**src/rtl/seg_serial_rx_if.sv**
```systemverilog
// Serial display-bus interface: the three transmitter lines plus the
// receiver's parallel readback.
interface seg_serial_rx_if #(
  parameter int WIDTH = 64,
  parameter int CNT_W = 16
);
  logic             ser_clk;
  logic             ser_do;
  logic             ser_pen;
  logic [WIDTH-1:0] data;
  logic             valid;
  logic             frame_err;
  logic [CNT_W-1:0] frame_cnt;

  modport master (
    output ser_clk, ser_do, ser_pen,
    input  data, valid, frame_err, frame_cnt
  );

  modport slave (
    input  ser_clk, ser_do, ser_pen,
    output data, valid, frame_err, frame_cnt
  );
endinterface

```
**src/rtl/seg_serial_rx.sv**
```systemverilog
// Oversampling serial-to-parallel receiver for the display shift-register bus;
// commits one WIDTH-bit frame per latch rising edge.
module seg_serial_rx #(
  parameter int WIDTH = 64,
  parameter int CNT_W = 16
) (
  input  logic          clk,
  input  logic          rstn,
  seg_serial_rx_if.slave bus
);

  localparam int              BC_W    = $clog2(WIDTH + 2);
  localparam logic [BC_W-1:0] BC_FULL = BC_W'(WIDTH);
  localparam logic [BC_W-1:0] BC_SAT  = BC_W'(WIDTH + 1);

  typedef enum logic {IDLE, SHIFT} state_t;

  // bit0 = s1, bit1 = s2, bit2 = s3 (edge-detect history)
  logic [2:0]       clk_sync_q, pen_sync_q;
  logic [1:0]       do_sync_q;
  logic [WIDTH-1:0] sh_q, sh_d;
  logic [BC_W-1:0]  bitcnt_q, bitcnt_d;
  logic [WIDTH-1:0] data_q, data_d;
  logic [CNT_W-1:0] cnt_q, cnt_d;
  logic             valid_q, valid_d;
  logic             err_q, err_d;
  state_t           state_q, state_d;

  logic rise_clk, rise_pen, shift;

  assign rise_clk = clk_sync_q[1] & ~clk_sync_q[2];
  assign rise_pen = pen_sync_q[1] & ~pen_sync_q[2];
  // A clock edge landing with the latch edge still counts: the latch was low
  // the cycle before, so the bit belongs to the frame being committed.
  assign shift    = rise_clk & (~pen_sync_q[1] | ~pen_sync_q[2]);

  always_ff @(posedge clk or negedge rstn) begin
    if (!rstn) begin
      clk_sync_q <= '0;
      pen_sync_q <= '0;
      do_sync_q  <= '0;
      sh_q       <= '0;
      bitcnt_q   <= '0;
      data_q     <= '0;
      cnt_q      <= '0;
      valid_q    <= 1'b0;
      err_q      <= 1'b0;
      state_q    <= IDLE;
    end else begin
      clk_sync_q <= {clk_sync_q[1:0], bus.ser_clk};
      pen_sync_q <= {pen_sync_q[1:0], bus.ser_pen};
      do_sync_q  <= {do_sync_q[0], bus.ser_do};
      sh_q       <= sh_d;
      bitcnt_q   <= bitcnt_d;
      data_q     <= data_d;
      cnt_q      <= cnt_d;
      valid_q    <= valid_d;
      err_q      <= err_d;
      state_q    <= state_d;
    end
  end

  always_comb begin
    sh_d     = sh_q;
    bitcnt_d = bitcnt_q;
    data_d   = data_q;
    cnt_d    = cnt_q;
    valid_d  = 1'b0;
    err_d    = 1'b0;
    state_d  = state_q;

    if (shift) begin
      sh_d = {sh_q[WIDTH-2:0], do_sync_q[1]};
      if (bitcnt_q != BC_SAT) bitcnt_d = bitcnt_q + BC_W'(1);
    end

    case (state_q)
      IDLE:    if (shift) state_d = SHIFT;
      SHIFT:   state_d = SHIFT;
      default: state_d = IDLE;
    endcase

    // Commit sees the post-shift frame so a coincident last bit is included.
    if (rise_pen) begin
      if (bitcnt_d == BC_FULL) begin
        data_d  = sh_d;
        valid_d = 1'b1;
        cnt_d   = cnt_q + CNT_W'(1);
      end else begin
        err_d = 1'b1;
      end
      bitcnt_d = '0;
      state_d  = IDLE;
    end
  end

  assign bus.data      = data_q;
  assign bus.valid     = valid_q;
  assign bus.frame_err = err_q;
  assign bus.frame_cnt = cnt_q;

endmodule

```
**src/flat_wrapper.sv**
```systemverilog
// flat-port wrapper written by rule: the top's interface ports become plain ports
module seg_serial_rx_flat 
#(
  parameter int WIDTH = 64,
  parameter int CNT_W = 16
)
  (clk, rstn, bus_ser_clk, bus_ser_do, bus_ser_pen, bus_data, bus_valid, bus_frame_err, bus_frame_cnt);
  seg_serial_rx_if #(.WIDTH(WIDTH), .CNT_W(CNT_W)) bus_i ();
  input  logic clk;
  input  logic rstn;
  input wire logic [$bits(bus_i.ser_clk)-1:0] bus_ser_clk;
  input wire logic [$bits(bus_i.ser_do)-1:0] bus_ser_do;
  input wire logic [$bits(bus_i.ser_pen)-1:0] bus_ser_pen;
  output wire logic [$bits(bus_i.data)-1:0] bus_data;
  output wire logic [$bits(bus_i.valid)-1:0] bus_valid;
  output wire logic [$bits(bus_i.frame_err)-1:0] bus_frame_err;
  output wire logic [$bits(bus_i.frame_cnt)-1:0] bus_frame_cnt;
  assign bus_i.ser_clk = bus_ser_clk;
  assign bus_i.ser_do = bus_ser_do;
  assign bus_i.ser_pen = bus_ser_pen;
  assign bus_data = bus_i.data;
  assign bus_valid = bus_i.valid;
  assign bus_frame_err = bus_i.frame_err;
  assign bus_frame_cnt = bus_i.frame_cnt;
  seg_serial_rx #(.WIDTH(WIDTH), .CNT_W(CNT_W)) u_core (.clk(clk), .rstn(rstn), .bus(bus_i));
endmodule
```
**config.mk**
```make
export PLATFORM = sky130hd
export DESIGN_NAME = seg_serial_rx_flat
export DESIGN_NICKNAME = d
export VERILOG_FILES = /design/src/rtl/seg_serial_rx_if.sv /design/src/rtl/seg_serial_rx.sv /design/src/flat_wrapper.sv
export SDC_FILE = /design/constraint.sdc
export NUM_CORES = 1
export LEC_CHECK = 0
export CAP_MARGIN = 20
export CELL_PAD_IN_SITES_DETAIL_PLACEMENT = 0
export CELL_PAD_IN_SITES_GLOBAL_PLACEMENT = 1
export CORE_MARGIN = 10
export CORE_UTILIZATION = 44
export CTS_CLUSTER_SIZE = 24
export DETAILED_ROUTE_END_ITERATION = 6
export GPL_TIMING_DRIVEN = 0
export HOLD_SLACK_MARGIN = 0.12
export PLACE_DENSITY_LB_ADDON = 0.1
export SLEW_MARGIN = 15
export SYNTH_ARGS = -nofsm -noshare
export SYNTH_HDL_FRONTEND = slang
export SYNTH_SLANG_ARGS = --single-unit
```
**constraint.sdc**
```tcl
create_clock -name clk -period 3.4 [get_ports clk]
set_input_delay 0.85 -clock clk [delete_from_list [all_inputs] [get_ports clk]]
set_output_delay 0.85 -clock clk [all_outputs]
set_load 0.02 [all_outputs]
```
# Yosys cells after proc, flatten, opt, wreduce, memory -nomap -nowiden
# Cells that the tools add are included.
op_classes:
  n_mux: 8
  reduce_logical: 1
  n_eq_ne: 2
  n_addsub: 2
  bitwise: 7
ops:
  columns: ["op", "count"]
  rows:
  - ["64-bit 2-to-1 mux", 1]
  - ["7-bit 2-to-1 mux", 3]
  - ["16-bit by 1-bit adder with 16-bit output, second input constant", 1]
  - ["7-bit by 1-bit adder with 7-bit output, second input constant", 1]
  - ["7-bit equality test, second input constant", 1]
  - ["7-bit inequality test, second input constant", 1]
  - ["1-bit 2-to-1 mux", 4]
  - ["1-bit AND", 3]
  - ["1-bit inverter", 3]
  - ["2-bit AND reduction", 1]
  - ["1-bit bitwise OR", 1]
word_totals:
  wordCells: 29
  input_bits: 5
  ff_bits: 161
  output_inout_bits: 82

# Logic depth before layout (Yosys ltp)
depth:
  ltp_word: 7
  depth_mapped: 9

# Worst setup path before layout
# OpenSTA, ideal clock, no wires.
synth_timing:
  path_kind: "flip-flop to flip-flop"
  startpoint: "reg u_core.bitcnt_q[0]"
  endpoint: "reg u_core.data_q[26] (netlist: u_core.bus.data[26])"
  arrival_time_ns: 2.336
  path_buffers: 2
  slack_ns: 0.939
  period_less_slack_ns: 2.461
  stages_incl_launch_ff: 10
  t_required_ns: 3.275
  cell_sequence: "dfrtp_1 > ha_1 > nand3_1 > or3_1 > a211o_1 > a32oi_4 > nand3_2 > buf_6 > buf_6 > mux2_4"
synth_between:
  elab_chain_len: 5
  elab_cells_between_ends: 6
  cone_classes: "add/sub (1); eq/ne (2); mux (2); reduce/logical (1)"
synth_lines:
  columns: ["item", "line", "source"]
  rows:
  - ["start, declared", "seg_serial_rx.sv:22", "logic [BC_W-1:0] bitcnt_q, bitcnt_d;"]
  - ["start signal, assigned", "seg_serial_rx.sv:54", "bitcnt_q <= bitcnt_d;"]
  - ["7-bit by 1-bit adder with 7-bit output / 7-bit inequality test (equally long branches)", "seg_serial_rx.sv:74", "if (bitcnt_q != BC_SAT) bitcnt_d = bitcnt_q + BC_W'(1);"]
  - ["7-bit 2-to-1 mux", "seg_serial_rx.sv:74", null]
  - ["7-bit 2-to-1 mux *", "seg_serial_rx.sv:72", "if (shift) begin"]
  - ["7-bit equality test *", "seg_serial_rx.sv:85", "if (bitcnt_d == BC_FULL) begin"]
  - ["2-bit AND reduction (no line) *", null, null]
  - ["end signal, assigned", "seg_serial_rx.sv:55", "data_q <= data_d;"]
  - ["end, declared", "seg_serial_rx.sv:23", "logic [WIDTH-1:0] data_q, data_d;"]
# Mark *: on every way between the ends. The rest lies on a longest branch, timed or not.
# A chain may end at the register's enable or synchronous reset.

# Final worst setup path
# Same ends and word-level chain as after synthesis.

==> qor_table.md <==
| Result | This run |
|---|---|
| Result of the run | finished clean |
| Number of endpoints with negative hold slack in the final report | 0 |
| CP Cell Sequence | ha_1, nand3_1, or3_1, a211o_1, a32oi_4, nand3_2, buf_6, buf_6, mux2_4 |
| Post-CTS repair timing setup buffer count | 0 |
| Reg2reg setup slack | 0.58 ns |
| Most common library cell in the layout ignoring fill and taps | sky130_fd_sc_hd__nand2_1 |
| Remaining antenna violation count after routing | 0 |
| Max-cap check violation count | 0 |
| Synthesized instance count | 550 |
| Antenna violations before repair | 0 |
| Area of the die | 19,800 sq um |
| Worst Skew | 0.00900 ns |
| Nets | 664 |
| Fraction of final layout cells sized beyond drive strength 1 | 16.3% |
| Worst slew margin | 58.0% |
| Cell family with most CP delay | compound AO/OA/AOI/OAI gates |
| Clock tree sinks | 161 |
| Std-Cell Rows | 44 |
| Kind of launch point of the worst setup path | flop |
| Cell at the root of the clock tree | sky130_fd_sc_hd__clkbuf_16 |
| Fraction of synthesized cell area in xor and xnor cells | 2.86% |
| Fill cell instance count of the final layout | 1,216 |
| Fraction of the mapped netlist area in simple logic gates | 16.8% |
| Class of the tightest hold or removal check | reg -> reg |
| Average size of a mapped cell | 11.7 sq um |
| Starting utilization of the core area | 44.5% |
| DPL Wire Length | 8720 um |
| Total clock buffers created by CTS | 17 |
| Library cell contributing the largest single delay on the critical path | sky130_fd_sc_hd__dfrtp_1 |
| Global-route wire length before repair | 21,300 um |
| Clock group share of total power | 46.0% |
| Share of cell area taken by muxes after synthesis | 13.2% |
| Final Cell Area | 8120 sq um |
| Diode insertion count for antenna repair | 0 |
| Slew @ Worst Pin | 0.629 ns |
| TritonCTS clock tree | yes |
| Area growth from synthesis to layout | 26.5% |
| Relative contribution of sequential cells to total power | 49.8% |
| Setup repair after global routing missed its margin | no |
| Buffer and inverter count on the worst path | 2 |
| Number of buffers on the longest clock path | 2 |
| Arrival time reported for the critical path endpoint | 3.13 ns |
| Vias in the first global route | 4,236 |
| Ratio of final minimum period to clock period | 83.0% |
| Maximum vdd ir drop | 0.000459 V |
| Routability Congestion | 0.780 |
| Via count | 4,192 |
| Max stage delay on crit path | 0.48 ns |
| Highest-count cells in the layout ignoring fill and taps | sky130_fd_sc_hd__nand2_1, sky130_fd_sc_hd__dfrtp_1, sky130_fd_sc_hd__clkdlybuf4s50_1, sky130_fd_sc_hd__mux2_2, sky130_fd_sc_hd__mux2_4 |
| Width of the die | 141 um |
| Port buffer count | 86 |
| Total congestion overflow | 0 |
| Clock period minus final worst setup slack | 2.82 ns |
| Routed wire length | 12,600 um |
| Clk pin slew, worst setup/hold paths | 0.06 ns |
| Remaining DRCs | 0 |
| Combinational Power Share | 4.2% |
| Synthesized Nets | 558 |
| Area share of fa/ha/maj cells after synthesis | 0.585% |
| H-tree levels | 4 |
| GRT Overall Usage | 13.3% |
| Leakage | 4.09 nW |
| Top_reg_cell synth | sky130_fd_sc_hd__dfrtp_1 |
| Design internal power | 3.11 mW |
| WP data required | 3.71 ns |
| Violation count after the first detailed-routing iteration | 273 |
| Combinational family with the most area after synthesis | simple AND/OR/NAND/NOR gates |
| Total Power | 3.99 mW |
| Total number of yosys warnings | 0 |
| Total setup violations reported at the end of the flow | 0 |
| Flop and latch count out of synthesis | 161 |
| Post-synthesis compound-gate area fraction | 1.58% |
| Average vias per placed instance | 4.91 |
| Total power per unit cell area | 492 nW/um^2 |
| Count of TritonRoute iterations in the first routing pass | 7 |
| Critical path peak fanout | 10 |
| Switching power | 0.886 mW |
| Cell area after technology mapping | 6420 sq um |
| Number of synthesized flops with an enable pin | 0 |
| Worst Slack Setup Final | 0.580 ns |
| Worst-Skew Late Latency | 0.43 ns |
| Core Region | 14,400 sq um |
| Minimum hold slack | 0.352 ns |
| Crit path kind | reg -> reg |
| Die height | 141 um |
| Max Clk Rate | 0.355 GHz |
| Largest net degree at the start of global routing | 83 |
| Cell area reported after detailed placement | 7540 sq um |
| Worst slack at placement | 0.604 ns |
| Proportion of register bits with asynchronous set or reset after synthesis | 100% |
| CP endpoint kind | flop |
| Hold_buf cts | 0 |
| Number of slew-limit violations in the final report | 0 |
| Gates resized, CTS repair | 0 |
| Proportion of synthesized chip area in sequential cells | 62.8% |
| Count of unique library cells instantiated by Yosys | 32 |
| Wirelength per Cell | 14.8 um |
| Top Ports | 87 |
| Critical path's most frequent cell | sky130_fd_sc_hd__buf_6 |
| Net switching share of the total power | 22.2% |
[worst paths after layout]
| path | from | endpoint | depth (start not counted) |
|---|---|---|---|
| setup / recovery | u_core.bitcnt_q[0]$_DFF_PN0_ | u_core.bus.data[26]$_DFFE_PN0P_ | 9 |
| hold / removal | u_core.do_sync_q[0]$_DFF_PN0_ | u_core.do_sync_q[1]$_DFF_PN0_ | 0 |
| setup reg to reg | u_core.bitcnt_q[0]$_DFF_PN0_ | u_core.bus.data[26]$_DFFE_PN0P_ | 9 |
| hold reg to reg | u_core.do_sync_q[0]$_DFF_PN0_ | u_core.do_sync_q[1]$_DFF_PN0_ | 0 |
| max in group asynchronous | rstn | u_core.bus.data[13]$_DFFE_PN0P_ | 2 |
| min in group asynchronous | rstn | u_core.bus.data[54]$_DFFE_PN0P_ | 1 |
[per-layer routing]
metal  vias to the layer above  part of all wire, %  routed length, um  GRT usage, %
met3                        16                  6.9                871          5.88
met2                       100                   46               5830          19.5
met5                         -                    0                  0             0
met1                      2067                   45               5740          16.9
met4                         0                  1.4                176          4.89
li1                       2009                    -                  -             -
[synthesized netlist by cell type (2+ instances only)]
library cell / n / share of area (%)
sky130_fd_sc_hd__a211o_1: 2 / 0.27
sky130_fd_sc_hd__a21oi_1: 2 / 0.16
sky130_fd_sc_hd__and2_1: 5 / 0.49
sky130_fd_sc_hd__and3_1: 3 / 0.29
sky130_fd_sc_hd__and4_1: 2 / 0.27
sky130_fd_sc_hd__buf_1: 6 / 0.35
sky130_fd_sc_hd__buf_2: 5 / 0.39
sky130_fd_sc_hd__buf_6: 4 / 0.70
sky130_fd_sc_hd__clkbuf_1: 10 / 0.58
sky130_fd_sc_hd__dfrtp_1: 161 / 63
sky130_fd_sc_hd__ha_1: 3 / 0.58
sky130_fd_sc_hd__inv_1: 2 / 0.12
sky130_fd_sc_hd__mux2_2: 35 / 6.1
sky130_fd_sc_hd__mux2_4: 30 / 7.0
sky130_fd_sc_hd__nand2_1: 206 / 12
sky130_fd_sc_hd__nand3_1: 11 / 0.86
sky130_fd_sc_hd__nand4_1: 12 / 1.2
sky130_fd_sc_hd__nor2_1: 10 / 0.58
sky130_fd_sc_hd__nor2b_1: 2 / 0.19
sky130_fd_sc_hd__nor3_1: 4 / 0.31
sky130_fd_sc_hd__nor3b_1: 2 / 0.23
sky130_fd_sc_hd__o21ai_0: 3 / 0.23
sky130_fd_sc_hd__or3_1: 2 / 0.19
sky130_fd_sc_hd__xnor2_1: 17 / 2.3
sky130_fd_sc_hd__xor2_1: 4 / 0.55
[kinds of logic after synthesis]
group / count (synthesis)
AO/OA/AOI/OAI: 12
XOR/XNOR: 21
adder cells (fa/ha/maj): 3
buffers and inverters: 28
flip-flops: 161
multiplexers: 65
AND/OR/NAND/NOR: 260
[flip-flops by register name, summed over array words and instances, names as in the netlist]
register / flops
u_core.bitcnt_q: 7
u_core.bus.data: 64
u_core.bus.frame_cnt: 16
u_core.bus.frame_err: 1
u_core.bus.valid: 1
u_core.clk_sync_q: 3
u_core.do_sync_q: 2
u_core.pen_sync_q: 3
u_core.sh_q: 64
[layout make-up]
class | instances | area [sq um] | share of cell area, %
Clock buffer | 24 | 502 | 6.18
Buffer | 26 | 138 | 1.69
Tap cell | 184 | 230 | 2.83
Multi-Input combinational cell | 361 | 2250 | 27.7
Sequential cell | 161 | 4030 | 49.6
Inverter | 2 | 7.51 | 0.0924
Clock inverter | 8 | 76.3 | 0.940
Timing Repair Buffer | 87 | 893 | 11.0
[stage by stage]
stage	setup TNS, ns	util (%)	instances
finish	0	56.3	853
global route	0	56.3	853
CTS	0	56.3	853
detailed placement	0	52.3	821
global placement	-790.12	52.1	820
floorplan	0	-	550
[power groups by stage]
stage / Sequential (mW) / Combinational, mW / Clock [mW]
after floorplan: 2.02 / 0.0925 / 0
after global placement: 2.02 / 0.162 / 0
after detailed placement: 2.02 / 0.170 / 0
after CTS: 1.99 / 0.172 / 1.88
after global routing: 1.99 / 0.197 / 1.98
final: 1.99 / 0.167 / 1.84
Power figures use the tool's default switching activity.
